File: config.mk
export PLATFORM = sky130hd
export DESIGN_NAME = dnn_0117
export DESIGN_NICKNAME = d
export VERILOG_FILES = /design/src/rtl/dnn_0117.sv
export SDC_FILE = /design/constraint.sdc
export NUM_CORES = 1
export LEC_CHECK = 0
export CAP_MARGIN = 5
export CORE_MARGIN = 3
export CORE_UTILIZATION = 55
export CTS_CLUSTER_DIAMETER = 60
export CTS_CLUSTER_SIZE = 8
export DETAILED_ROUTE_END_ITERATION = 6
export PLACE_DENSITY_LB_ADDON = 0.08
export SLEW_MARGIN = 20
export SYNTH_ARGS = -nofsm -noshare
export SYNTH_HDL_FRONTEND = slang
export SYNTH_SLANG_ARGS = --single-unit
File: constraint.sdc
create_clock -name clk -period 5.5 [get_ports clk]
set_input_delay 1.1 -clock clk [delete_from_list [all_inputs] [get_ports clk]]
set_output_delay 1.1 -clock clk [all_outputs]
set_load 0.02 [all_outputs]
File: src/rtl/dnn_0117.sv
// Four-neuron fixed-weight frame classifier: accumulate N_IN samples, then ReLU/shift/saturate and argmax.
// Optional bias per neuron is enabled by defining DNN_0117_BIAS_EN.
module dnn_0117 #(
   parameter int unsigned N_IN  = 8,
   parameter int unsigned N_OUT = 4,
   parameter int unsigned SHIFT = 12
) (
   input  logic        clk,
   input  logic        reset,
   input  logic [19:0] vec_in,
   input  logic        dv_in,
   output logic [10:0] vec_out,
   output logic        dv_out
);
   localparam int unsigned   KW     = (N_IN > 1) ? $clog2(N_IN) : 1;
   localparam logic [KW-1:0] K_LAST = KW'(N_IN - 1);

   logic [KW-1:0]      k_q;
   logic signed [22:0] acc_q [N_OUT];
   logic signed [22:0] acc_d [N_OUT];
   logic signed [22:0] sum_q [N_OUT];
   logic [8:0]         score_q [N_OUT];
   logic [8:0]         score_d [N_OUT];
   logic               v1_q, v2_q, dv_out_q;
   logic [10:0]        vec_out_q;
   logic signed [22:0] x_ext;
   logic [1:0]         k_lo, k_neg;
   logic [1:0]         idx;
   logic               last;

   assign x_ext = {{3{vec_in[19]}}, vec_in};
   assign k_lo  = 2'(k_q);
   assign k_neg = k_lo + 2'd2;
   assign last  = dv_in && (k_q == K_LAST);

   // Weight +1 where k mod 4 == n, -1 where (k+2) mod 4 == n.
   always_comb begin
      for (int unsigned n = 0; n < N_OUT; n++) begin
         acc_d[n] = acc_q[n];
         if (dv_in) begin
            if (k_lo == 2'(n))       acc_d[n] = acc_q[n] + x_ext;
            else if (k_neg == 2'(n)) acc_d[n] = acc_q[n] - x_ext;
         end
      end
   end

   always_comb begin : g_score
      logic [23:0] biased;
      logic [23:0] shifted;
      for (int unsigned n = 0; n < N_OUT; n++) begin
         biased = {sum_q[n][22], sum_q[n]};
`ifdef DNN_0117_BIAS_EN
         biased = biased + 24'(n << SHIFT);
`endif
         shifted    = biased >> SHIFT;
         score_d[n] = '0;
         if (!biased[23]) begin
            if (shifted > 24'd511) score_d[n] = '1;
            else                   score_d[n] = shifted[8:0];
         end
      end
   end

   // Strict greater-than keeps the lowest index on ties.
   always_comb begin
      idx = '0;
      for (int unsigned n = 1; n < N_OUT; n++) begin
         if (score_q[n] > score_q[idx]) idx = 2'(n);
      end
   end

   always_ff @(posedge clk) begin
      if (reset) begin
         k_q       <= '0;
         v1_q      <= 1'b0;
         v2_q      <= 1'b0;
         dv_out_q  <= 1'b0;
         vec_out_q <= '0;
         for (int unsigned n = 0; n < N_OUT; n++) begin
            acc_q[n]   <= '0;
            sum_q[n]   <= '0;
            score_q[n] <= '0;
         end
      end else begin
         v1_q     <= last;
         v2_q     <= v1_q;
         dv_out_q <= v2_q;
         if (dv_in) k_q <= last ? '0 : k_q + KW'(1);
         for (int unsigned n = 0; n < N_OUT; n++) begin
            acc_q[n] <= last ? '0 : acc_d[n];
            if (last) sum_q[n]   <= acc_d[n];
            if (v1_q) score_q[n] <= score_d[n];
         end
         if (v2_q) vec_out_q <= {idx, score_q[idx]};
      end
   end

   assign vec_out = vec_out_q;
   assign dv_out  = dv_out_q;

endmodule

[After elaboration in Yosys (flattened, before gate mapping)]
Memories as Yosys holds them, arrays and structs flattened. A register that Yosys moved wholly into a read port is not among the register bits.
Index checks and enable logic that the tools add are counted.
Widths: inputs -> output; s select.
Storage, ports and cells
  register bits: 17
  memories: 3
  RAM bits: 220
  input bits: 23
Cells by class
  reduce and logical (&&, ||, !) cells: 3
  add/sub/neg operators: 10
  bitwise gates (word level): 12
  mux-type cells: 49
  equality and inequality tests: 7
  magnitude comparators: 7
Memories
  acc_q: words 4, width 23, rd ports 4, clocked after Yosys merged registers in 0, write ports 4, RTL line 19  | logic signed [22:0] acc_q [N_OUT];
  sum_q: words 4, width 23, rd ports 4, clocked after Yosys merged registers in 0, write ports 4, RTL line 21  | logic signed [22:0] sum_q [N_OUT];
  score_q: words 4, width 9, rd ports 7, clocked after Yosys merged registers in 1, write ports 4, RTL line 22  | logic [8:0] score_q [N_OUT];
Operators by type and width (number)
  $mux 23: 24
  $mux 9: 12
  $add 23x20->23: 4
  $sub 23x20->23: 4
  $gt 12x9->1 const B: 4
  $gt 9x9->1: 3
  $or 1x1->1: 12
  $mux 1: 10
  $eq 2x2->1 const B: 4
  $eq 2x1->1 const B: 2
  $logic_not 2->1: 2
  $mux 2: 2
  $add 3x1->3 const B: 1
  $eq 3x3->1 const B: 1
  $mux 3: 1
  $add 2x2->2 const B: 1
  $logic_and 1x1->1: 1

[Longest topological paths before layout]
Gate-level depths: netlist (run 1).
An unclocked memory read counts as a cell.
  word-level depth: 9
  mapped depth: 32
  mapped depth without buffers: 29

[Worst setup path after synthesis (run 1)]
Ideal clock, no wire load.
  path type: reg-to-reg
  start: memory score_q[1][1]
  end: register vec_out_q[1], in the netlist vec_out[1] (read register of score_q)
  data required time: 5.414 ns
  setup slack: 0.024 ns
  data arrival time: 5.390 ns
  setup time: 0.086 ns
  stages on the path, launching flop included: 29
  cells stage by stage: edfxtp_1 -> ha_1 -> nor2b_1 -> o21ai_0 -> nand2b_1 -> a21oi_1 -> o221ai_1 -> o21ai_1 -> buf_2 -> mux2_2 -> ha_1 -> nor2b_1 -> o21a_1 -> o21a_1 -> o21a_1 -> o21a_1 -> o21bai_1 -> a21oi_1 -> clkbuf_1 -> mux2_2 -> ha_1 -> a21o_1 -> a21o_1 -> a21oi_1 -> o21ai_0 -> o21ai_0 -> clkbuf_1 -> mux2_2 -> a211oi_1
RTL lines
  from (decl): RTL line 22
  to (decl): RTL line 25  | logic [10:0] vec_out_q;

==> results.json, run 1 <==
{
  "synth-seq-area-share": 0.266,
  "mostFrequentLayoutCell": "nor2_1",
  "worstHoldPathCells": 2,
  "synth_cells": 2139,
  "dr.pass1.iters": 5,
  "placementRows": 64,
  "cts_tree": "done",
  "synth-edff-count": 80,
  "cts.path.max_buffers": 2,
  "antenna_left": 0,
  "outcome": "complete, no violations",
  "vdd_ir_drop_max_mv": 0.236,
  "slowest_stage": "edfxtp_1",
  "postSynthAreaPerCell_um2": 8.05,
  "post-place-cells": 2511,
  "finClkSkew_ns": 0.0143,
  "grt_max_degree": 73,
  "htree_levels": 4,
  "start_util": 0.560,
  "crit_type": "flip-flop to flip-flop",
  "r2r-end": "vec_out[8]",
  "grt_use_total": 0.326,
  "async_reset_ff_frac": 0,
  "r2r-start": "score_q[0][1]",
  "die_area_mm2": 0.0335,
  "synth_warnings": 0,
  "drive_gt1_frac": 0.0720,
  "grt_pass1_vias": 15503,
  "syn_area_mm2": 0.0172,
  "cts_hold_buf": 0,
  "clock-sinks": 189,
  "yosysTopAreaCellShare": 0.151,
  "antenna_found_initial": 0,
  "totalWireLength_mm": 55.3,
  "drc": 0,
  "gr-total-overflow": 0,
  "grt_pass1_wl_mm": 86.8,
  "post_layout_nonfiller_instances": 2550,
  "p_per_area_mw_per_mm2": 269,
  "clock_power_share": 0.257,
  "die_x_um": 183,
  "p_seq_frac": 0.326,
  "tightest_slew_ns": 0.949,
  "p_int_mw": 3.00,
  "hpwl_mm": 41.0,
  "power_mw": 5.07,
  "core_mm2": 0.0307,
  "diodes": 0,
  "cts_root_buffer": "clkbuf_16",
  "area_delta_synth_final_pct": 9.50,
  "swShare": 0.408,
  "yosysTopAreaCell": "ha_1",
  "synth_nets": 2378,
  "finalSetupViolations": 0,
  "maxSlewViolCount": 0,
  "clk_latency_ns": 0.47,
  "p_switching_mw": 2.07,
  "worst_setup_path_start_kind": "flip-flop",
  "pin_count": 35,
  "arrival_ns": 5.69,
  "worstPathMaxFanout": 8,
  "clk_pin_slew_worst_paths_ns": 0.08,
  "maxSlewHeadroom": 0.366,
  "finalNetCount": 2380,
  "cts_buffers": 17,
  "crit_top_cell": "o21a_1",
  "ys_seq_elements": 189,
  "post-route-min-period_ns": 5.32,
  "die_h_um": 183,
  "num_vias": 16436,
  "max_freq_ghz": 0.188,
  "avgViaCountPerCell": 6.45,
  "cp-end-kind": "flip-flop",
  "rrSetupSlack_ns": 0.18,
  "synthTopCellsByArea": "ha_1, edfxtp_1, dfxtp_1",
  "crit_required_ns": 5.87,
  "layout_common_cells": "nor2_1, a21oi_1, ha_1",
  "drv_cap": 0,
  "io_buffers": 34,
  "finalCritPeriodShare": 0.967,
  "synth-main-ff-cell": "dfxtp_1",
  "place_congestion": 0.982,
  "ys_types": 78,
  "first_iter_violations": 1369,
  "comb_power_share": 0.416,
  "final-hold-violation-count": 0,
  "p_leak_nw": 7.82,
  "critical-path-max-stage-delay_ns": 0.40,
  "r2r_cells": 29,
  "hold_path_class": "flip-flop to flip-flop",
  "drt-wirelength-per-cell_um": 21.7
}
## how the worst max path moves through the flow
stage                  start         end  slack (ns)  depth (start not counted)
2_1_floorplan  score_q[1][1]  vec_out[1]        0.02                         28
3_3_place_gp   score_q[1][1]  vec_out[1]        0.09                         27
3_5_place_dp   score_q[1][1]  vec_out[5]       -0.07                         28
4_1_cts        score_q[1][1]  vec_out[5]       0.002                         28
5_1_grt        score_q[0][1]  vec_out[8]       -0.12                         29
6_report       score_q[0][1]  vec_out[8]        0.18                         29
## cell usage after synthesis, drive strengths merged (11+ instances only)
master and instances:
nor2 230, a21oi 217, ha 208, o21ai 153
inv 151, dfxtp 109, nand2 109, clkbuf 101
edfxtp 80, xnor2 71, o21a 58, nor3 44
o21bai 36, a211oi 33, a31oi 32, nand3 32
a21o 29, nand2b 26, nor2b 26, a221o 22
o22ai 22, and2 21, o221ai 21, xor2 21
mux2 20, nor4 20, mux2i 19, o211ai 17
buf 16, nand4 16, o31ai 16, a221oi 13
or3 13, and3 11
## metrics by stage
stage | TNS (ns) | utilization | hold slack, ns | worst slack, ns | instance area, µm²
final | 0 | 0.613 | 0.480 | 0.180 | 18900
after global routing | -0.713 | 0.613 | 0.504 | -0.123 | 18900
after CTS | 0 | 0.608 | 0.480 | 0.00217 | 18700
after detailed placement | -0.427 | 0.588 | 0.468 | -0.0688 | 18100
after global placement | 0 | 0.588 | 0.465 | 0.0862 | 18100
after floorplan | 0 | - | 0.452 | 0.0240 | 17200
## cells by family after synthesis
kind of cell / share of synthesized area
xor+xnor: 0.0468
mux: 0.0241
compound gates: 0.288
buf+inv: 0.0587
flops: 0.266
fa+ha+maj: 0.160
simple gates: 0.156
## worst max-delay path, delay by kind of cell (launching register included)
kind	cells	cell delay, ns
AO/OA/AOI/OAI	16	2.26
adder cells (fa/ha/maj)	3	0.75
multiplexers	3	0.92
buffers and inverters	3	0.47
flip-flops	1	0.40
AND/OR/NAND/NOR	4	0.42
## final cells by class
cell class	count	area (µm²)
fill	2785	11900
clock inverter	15	179
timing repair buffer	100	848
clock buffer	17	425
tap	396	495
inverter	151	568
multi-input combinational	1682	11800
sequential	189	4580
## per-layer routing
| metal | vias up | track usage | share of wire |
|---|---|---|---|
| li1 | 7835 | - | - |
| met1 | 7870 | 0.451 | 0.44 |
| met2 | 612 | 0.528 | 0.46 |
| met3 | 119 | 0.0381 | 0.067 |
| met4 | 0 | 0.120 | 0.037 |
| met5 | - | 0 | 0 |
## power groups by stage
stage	Sequential [mW]	Clock (mW)	Combinational [mW]
floorplan	1.66	0	1.50
global placement	1.68	0	2.00
detailed placement	1.68	0	2.02
CTS	1.65	1.33	2.04
global route	1.67	1.39	2.32
finish	1.66	1.31	2.11
## timing repair
action                                  CTS  global route
buffers inserted                          0             5
endpoints found under the setup margin    8            11
gates cloned                              0             2
pin swaps                                 0            12
resized for setup                         2            30
Note: power is estimated with default switching activity, not from simulation.
==> run 2: changes to the inputs <==
--- a/config.mk
+++ b/config.mk
@@ -5,12 +5,14 @@
 export SDC_FILE = /design/constraint.sdc
 export NUM_CORES = 1
 export LEC_CHECK = 0
+export ABC_CLOCK_PERIOD_IN_PS = 5500
 export CAP_MARGIN = 5
 export CORE_MARGIN = 3
 export CORE_UTILIZATION = 55
 export CTS_CLUSTER_DIAMETER = 60
 export CTS_CLUSTER_SIZE = 8
 export DETAILED_ROUTE_END_ITERATION = 6
+export GPL_TIMING_DRIVEN = 0
 export PLACE_DENSITY_LB_ADDON = 0.08
 export SLEW_MARGIN = 20
 export SYNTH_ARGS = -nofsm -noshare
==> run 2 against run 1 <==
- the run now ends with negative setup slack left
- critical path depth shrank 1
- hold slack improved by 0.029 ns
- sequential power hardly changed
- combinational power up 2%
- cell count grew 2.7%
- sequential cell count is the same
- count of clock-buffer cells in the layout did not move
- largest power group unchanged
- highest routed layer is now met5
==> results.json, run 2 (same netlist as run 1, synthesis figures left out) <==
{
  "htree_levels": 4,
  "final.setup.worst_slack_ns": -0.00504,
  "num_vias": 16808,
  "grt_pass1_wl_mm": 89.3,
  "grt_max_degree": 54,
  "gr-total-overflow": 0,
  "core_mm2": 0.0307,
  "hold_path_class": "flip-flop to flip-flop",
  "worstPathMaxFanout": 8,
  "dr.pass1.iters": 6,
  "cp-endpoint": "vec_out[3]",
  "die_x_um": 183,
  "cts_buffers": 17,
  "grt_use_total": 0.345,
  "r2r_cells": 28,
  "hpwl_mm": 45.0,
  "final-hold-violation-count": 0,
  "cts_tree": "done",
  "comb_power_share": 0.421,
  "rrSetupSlack_ns": -0.005,
  "die_area_mm2": 0.0335,
  "area_delta_synth_final_pct": 10.9,
  "cp-end-kind": "flip-flop",
  "diodes": 0,
  "p_per_area_mw_per_mm2": 269,
  "post-place-cells": 2569,
  "cts_root_buffer": "clkbuf_16",
  "totalWireLength_mm": 59.4,
  "grt_use_met3": 0.0575,
  "maxSlewViolCount": 0,
  "clk_pin_slew_worst_paths_ns": 0.08,
  "place_area_mm2": 0.0181,
  "cts.path.max_buffers": 2,
  "max_freq_ghz": 0.182,
  "critical-path-max-stage-delay_ns": 0.45,
  "startpoint": "score_q[0][1]",
  "top_usage_layer": "met2",
  "finalSetupViolations": 1,
  "slowest_stage": "edfxtp_1",
  "finalNetCount": 2449,
  "placementRows": 64,
  "first_iter_violations": 1688,
  "met2_usage": 0.555,
  "clock-sinks": 189,
  "tightest_slew_ns": 1.14,
  "clk_latency_ns": 0.46,
  "stdcell_area_mm2": 0.0191,
  "p_leak_nw": 7.78,
  "antenna_found_initial": 2,
  "outcome": "complete, but fails checks",
  "post-route-min-period_ns": 5.51,
  "arrival_ns": 5.88,
  "post_layout_nonfiller_instances": 2619,
  "n_fill_cell": 2807,
  "die_h_um": 183,
  "place_congestion": 0.996,
  "pin_count": 35,
  "rsz0062_at_grt": "true",
  "drv_cap": 0,
  "crit_top_cell": "o21a_1",
  "io_buffers": 34,
  "avgViaCountPerCell": 6.42,
  "drive_gt1_frac": 0.0580,
  "layout_common_cells": "nor2_1, a21oi_1, ha_1",
  "finClkSkew_ns": 0.0162,
  "finalCritPeriodShare": 1.00,
  "violations": "negative setup slack",
  "p_int_mw": 3.06,
  "r2r-start": "score_q[0][1]",
  "drt-wirelength-per-cell_um": 22.7,
  "met1_usage": 0.452,
  "crit_required_ns": 5.87,
  "place_ws_ns": -1.02,
  "antenna_left": 0,
  "worst_setup_path_start_kind": "flip-flop",
  "maxSlewHeadroom": 0.234,
  "r2r-end": "vec_out[3]",
  "p_switching_mw": 2.07,
  "clock_power_share": 0.256,
  "vdd_ir_drop_max_mv": 0.238,
  "start_util": 0.560,
  "grt_pass1_vias": 15589,
  "swShare": 0.404,
  "crit_type": "flip-flop to flip-flop",
  "mostFrequentLayoutCell": "nor2_1",
  "drc": 0,
  "p_seq_frac": 0.323
}
[run 2: cell types whose count changed in the layout (fill, tap and decap cells not counted), moves of 4 or more]
cell,before,now
clkbuf_1,0,98
buf_4,62,16
buf_1,0,12
ha_1,206,201
ha_4,2,7
clkinv_4,1,5
[run 2: how the worst min path moves through the flow]
| stage | startpoint | end | slack, ns | depth (start not counted) |
|---|---|---|---|---|
| 2_1_floorplan | flip-flop | flip-flop | 0.45 | 2 |
| 6_report | k_q[2] | k_q[2] | 0.51 | 2 |
| 4_1_cts | vec_out[7] | vec_out[7] | 0.49 | 2 |
| 3_5_place_dp | vec_out[7] | vec_out[7] | 0.48 | 2 |
| 5_1_grt | flip-flop | flip-flop | 0.52 | 2 |
| 3_3_place_gp | flip-flop | flip-flop | 0.47 | 2 |
[run 2: cell type report]
class | count | area (µm²) | area share
multi-input cells | 1682 | 11900 | 0.622
flip-flops and latches | 189 | 4580 | 0.240
inverters | 151 | 567 | 0.0297
well taps | 396 | 495 | 0.0259
repair buffers | 52 | 485 | 0.0254
plain buffers | 117 | 475 | 0.0249
clock buffers | 17 | 425 | 0.0223
clock inverters | 15 | 181 | 0.00950
[run 2: layer usage]
metal  part of all wire  up-vias  wire [µm]
li1                   -     7960          -
met1               0.42     7912      24700
met2               0.45      773      26600
met3              0.083      161       4960
met4              0.052        2       3070
met5            0.00012        -          7
[run 2: timing repair]
item | CTS | global route
endpoints found under the setup margin | 11 | 13
buffers inserted | 10 | 8
gates resized for setup | 29 | 34
hold buffers | 0 | 0
pin swaps | 6 | 18
[run 2: per-stage QoR]
step / setup TNS (ns) / utilization / total power [mW] / hold slack (ns)
2_1_floorplan: 0 / - / 3.16 / 0.452
3_3_place_gp: -8.27 / 0.587 / 3.67 / 0.470
3_5_place_dp: -10.74 / 0.588 / 3.70 / 0.483
4_1_cts: 0 / 0.613 / 5.04 / 0.493
5_1_grt: -1.21 / 0.621 / 5.41 / 0.520
6_report: -0.00504 / 0.621 / 5.13 / 0.509
[run 2: worst max-delay path, delay by kind of cell, from the launching register on]
kind,cells,cell delay [ns]
multiplexers,3,1.03
adder cells (fa/ha/maj),3,0.79
AO/OA/AOI/OAI,14,2.07
buffers and inverters,5,0.76
AND/OR/NAND/NOR,3,0.33
flip-flops,1,0.45
[run 2: power groups by stage]
stage	Clock [mW]	Sequential, mW	Combinational [mW]
after floorplan	0	1.66	1.50
after global placement	0	1.68	1.99
after detailed placement	0	1.68	2.02
after CTS	1.33	1.65	2.06
after global routing	1.39	1.67	2.36
final	1.32	1.66	2.16
==> run 3: changes to the inputs <==
--- a/config.mk
+++ b/config.mk
@@ -8,7 +8,7 @@
 export ABC_CLOCK_PERIOD_IN_PS = 5500
 export CAP_MARGIN = 5
 export CORE_MARGIN = 3
-export CORE_UTILIZATION = 55
+export CORE_UTILIZATION = 30
 export CTS_CLUSTER_DIAMETER = 60
 export CTS_CLUSTER_SIZE = 8
 export DETAILED_ROUTE_END_ITERATION = 6
==> run 3 against run 2 <==
- the flow now finishes without violations
- via count is 2.6% lower
- sequential share of layout area shrank 0.47 points
- hold slack worse by 0.016 ns
- critical path type is now primary input to flip-flop
- sequential power about the same
- critical endpoint is now sum_q[0][13]
- die area rose by 80%
- cell count up 14%
- global-route usage down 13 points
- highest routed layer is now met4
- combinational power about the same
==> results.json, run 3 (same netlist as run 1, synthesis figures left out) <==
{
  "num_vias": 16366,
  "core_mm2": 0.0566,
  "crit_required_ns": 5.72,
  "tns_ns": 0,
  "antenna_found_initial": 2,
  "place_ws_ns": -0.823,
  "grt_max_degree": 52,
  "placementRows": 87,
  "final.setup.worst_slack_ns": 0.271,
  "tightest_slew_ns": 1.17,
  "place_congestion": 0.945,
  "mostFrequentLayoutCell": "nor2_1",
  "drc": 0,
  "startpoint": "vec_in[1]",
  "crit_top_cell": "a21oi_1",
  "slowest_stage": "clkdlybuf4s50_1",
  "grt_use_total": 0.215,
  "die_h_um": 246,
  "cts_root_buffer": "clkbuf_16",
  "outcome": "complete, no violations",
  "hold_path_class": "flip-flop to flip-flop",
  "antenna_left": 0,
  "drv_cap": 0,
  "hpwl_mm": 50.9,
  "p_per_area_mw_per_mm2": 265,
  "maxSlewViolCount": 0,
  "fin_util": 0.344,
  "clk_pin_slew_worst_paths_ns": 0.09,
  "dr.pass1.iters": 5,
  "post-route-min-period_ns": 5.23,
  "finalCritPeriodShare": 0.951,
  "avgViaCountPerCell": 5.50,
  "layout_common_cells": "nor2_1, a21oi_1, ha_1",
  "area_delta_synth_final_pct": 13.1,
  "cts_buffers": 17,
  "finalNetCount": 2444,
  "p_leak_nw": 7.75,
  "worst_setup_path_start_kind": "primary input",
  "first_iter_violations": 1320,
  "arrival_ns": 5.45,
  "finalSetupViolations": 0,
  "drt-wirelength-per-cell_um": 21.9,
  "max_freq_ghz": 0.191,
  "clock-sinks": 189,
  "htree_levels": 4,
  "worstPathMaxFanout": 9,
  "crit_type": "primary input to flip-flop",
  "gr-total-overflow": 0,
  "cts.path.max_buffers": 2,
  "vdd_ir_drop_max_mv": 0.257,
  "finClkSkew_ns": 0.0202,
  "r2r-start": "score_q[1][1]",
  "pin_count": 35,
  "power_mw": 5.16,
  "start_util": 0.304,
  "final-hold-violation-count": 0,
  "critical-path-max-stage-delay_ns": 0.89,
  "io_buffers": 34,
  "crit_chain": "clkdlybuf4s50_1 -> inv_1 -> ha_1 -> nor2b_1 -> o21a_1 -> o21ai_0 -> a21oi_1 -> o41a_1 -> a211o_1 -> a21oi_1 -> xnor2_1 -> a221oi_1 -> nor2_1",
  "die_area_mm2": 0.0603,
  "cts_tree": "done",
  "grt_pass1_vias": 15690,
  "diodes": 0,
  "clk_latency_ns": 0.50,
  "cp-end-kind": "flip-flop",
  "die_x_um": 246,
  "maxSlewHeadroom": 0.219,
  "grt_pass1_wl_mm": 98.3,
  "totalWireLength_mm": 65.1,
  "drive_gt1_frac": 0.0523
}
## run 3: cell count changes in the layout (fill, tap and decap cells not counted), sizes merged
cell / before / now
buf: 35 / 30
bufinv: 2 / 0
clkbuf: 117 / 118
clkdlybuf4s50: 33 / 34
dlymetal6s2s: 1 / 0
inv: 156 / 157
## run 3: cell type report
class / instances / area (µm²)
buffer: 117 / 473
clock buffer: 18 / 450
clock inverter: 14 / 171
fill: 6042 / 37100
inverter: 151 / 567
multi-input combinational: 1682 / 11800
sequential: 189 / 4580
tap: 756 / 946
timing repair buffer: 47 / 458
## run 3: timing repair
item / in CTS / in global routing
buffers inserted: 10 / 2
gates resized for setup: 19 / 28
hold buffers: 0 / 0
endpoints found under the setup margin: 11 / 13
pin swaps: 5 / 6
## run 3: path summary, 6_finish.rpt
check                           cells after the start           end  slack [ns]
worst max-delay path                               13  sum_q[0][13]        0.27
worst min-delay path                                2     flip-flop        0.49
worst min register to register                      2     flip-flop        0.49
worst max register to register                     28    vec_out[8]        0.28
## run 3: critical path, delay by kind of cell
family	cells	cell delay (ns)
and+or+nand+nor	2	0.22
adders and majority gates	1	0.42
AOI/OAI and AO/OA	7	2.24
buffers and inverters	2	1.35
xor gates and xnor gates	1	0.11
## run 3: report_power, final
part	switching, mW	internal [mW]
Combinational	1.37	0.792
Sequential	0.0902	1.56
Clock	0.700	0.641
## run 3: through the flow
stage	hold slack (ns)	std cells	cell area [µm²]
final	0.494	2974	19500
after global routing	0.517	2974	19500
after CTS	0.489	2972	19300
after detailed placement	0.477	2930	18500
after global placement	0.469	2929	18500
after floorplan	0.452	2139	17200
## run 3: per-layer routing
metal	GRT usage	part of all wire	up-vias	routed length [µm]
met3	0.0338	0.047	98	3050
li1	-	-	7958	-
met1	0.280	0.45	7845	29200
met5	0	0	-	0
met2	0.357	0.47	465	30400
met4	0.0858	0.038	0	2450
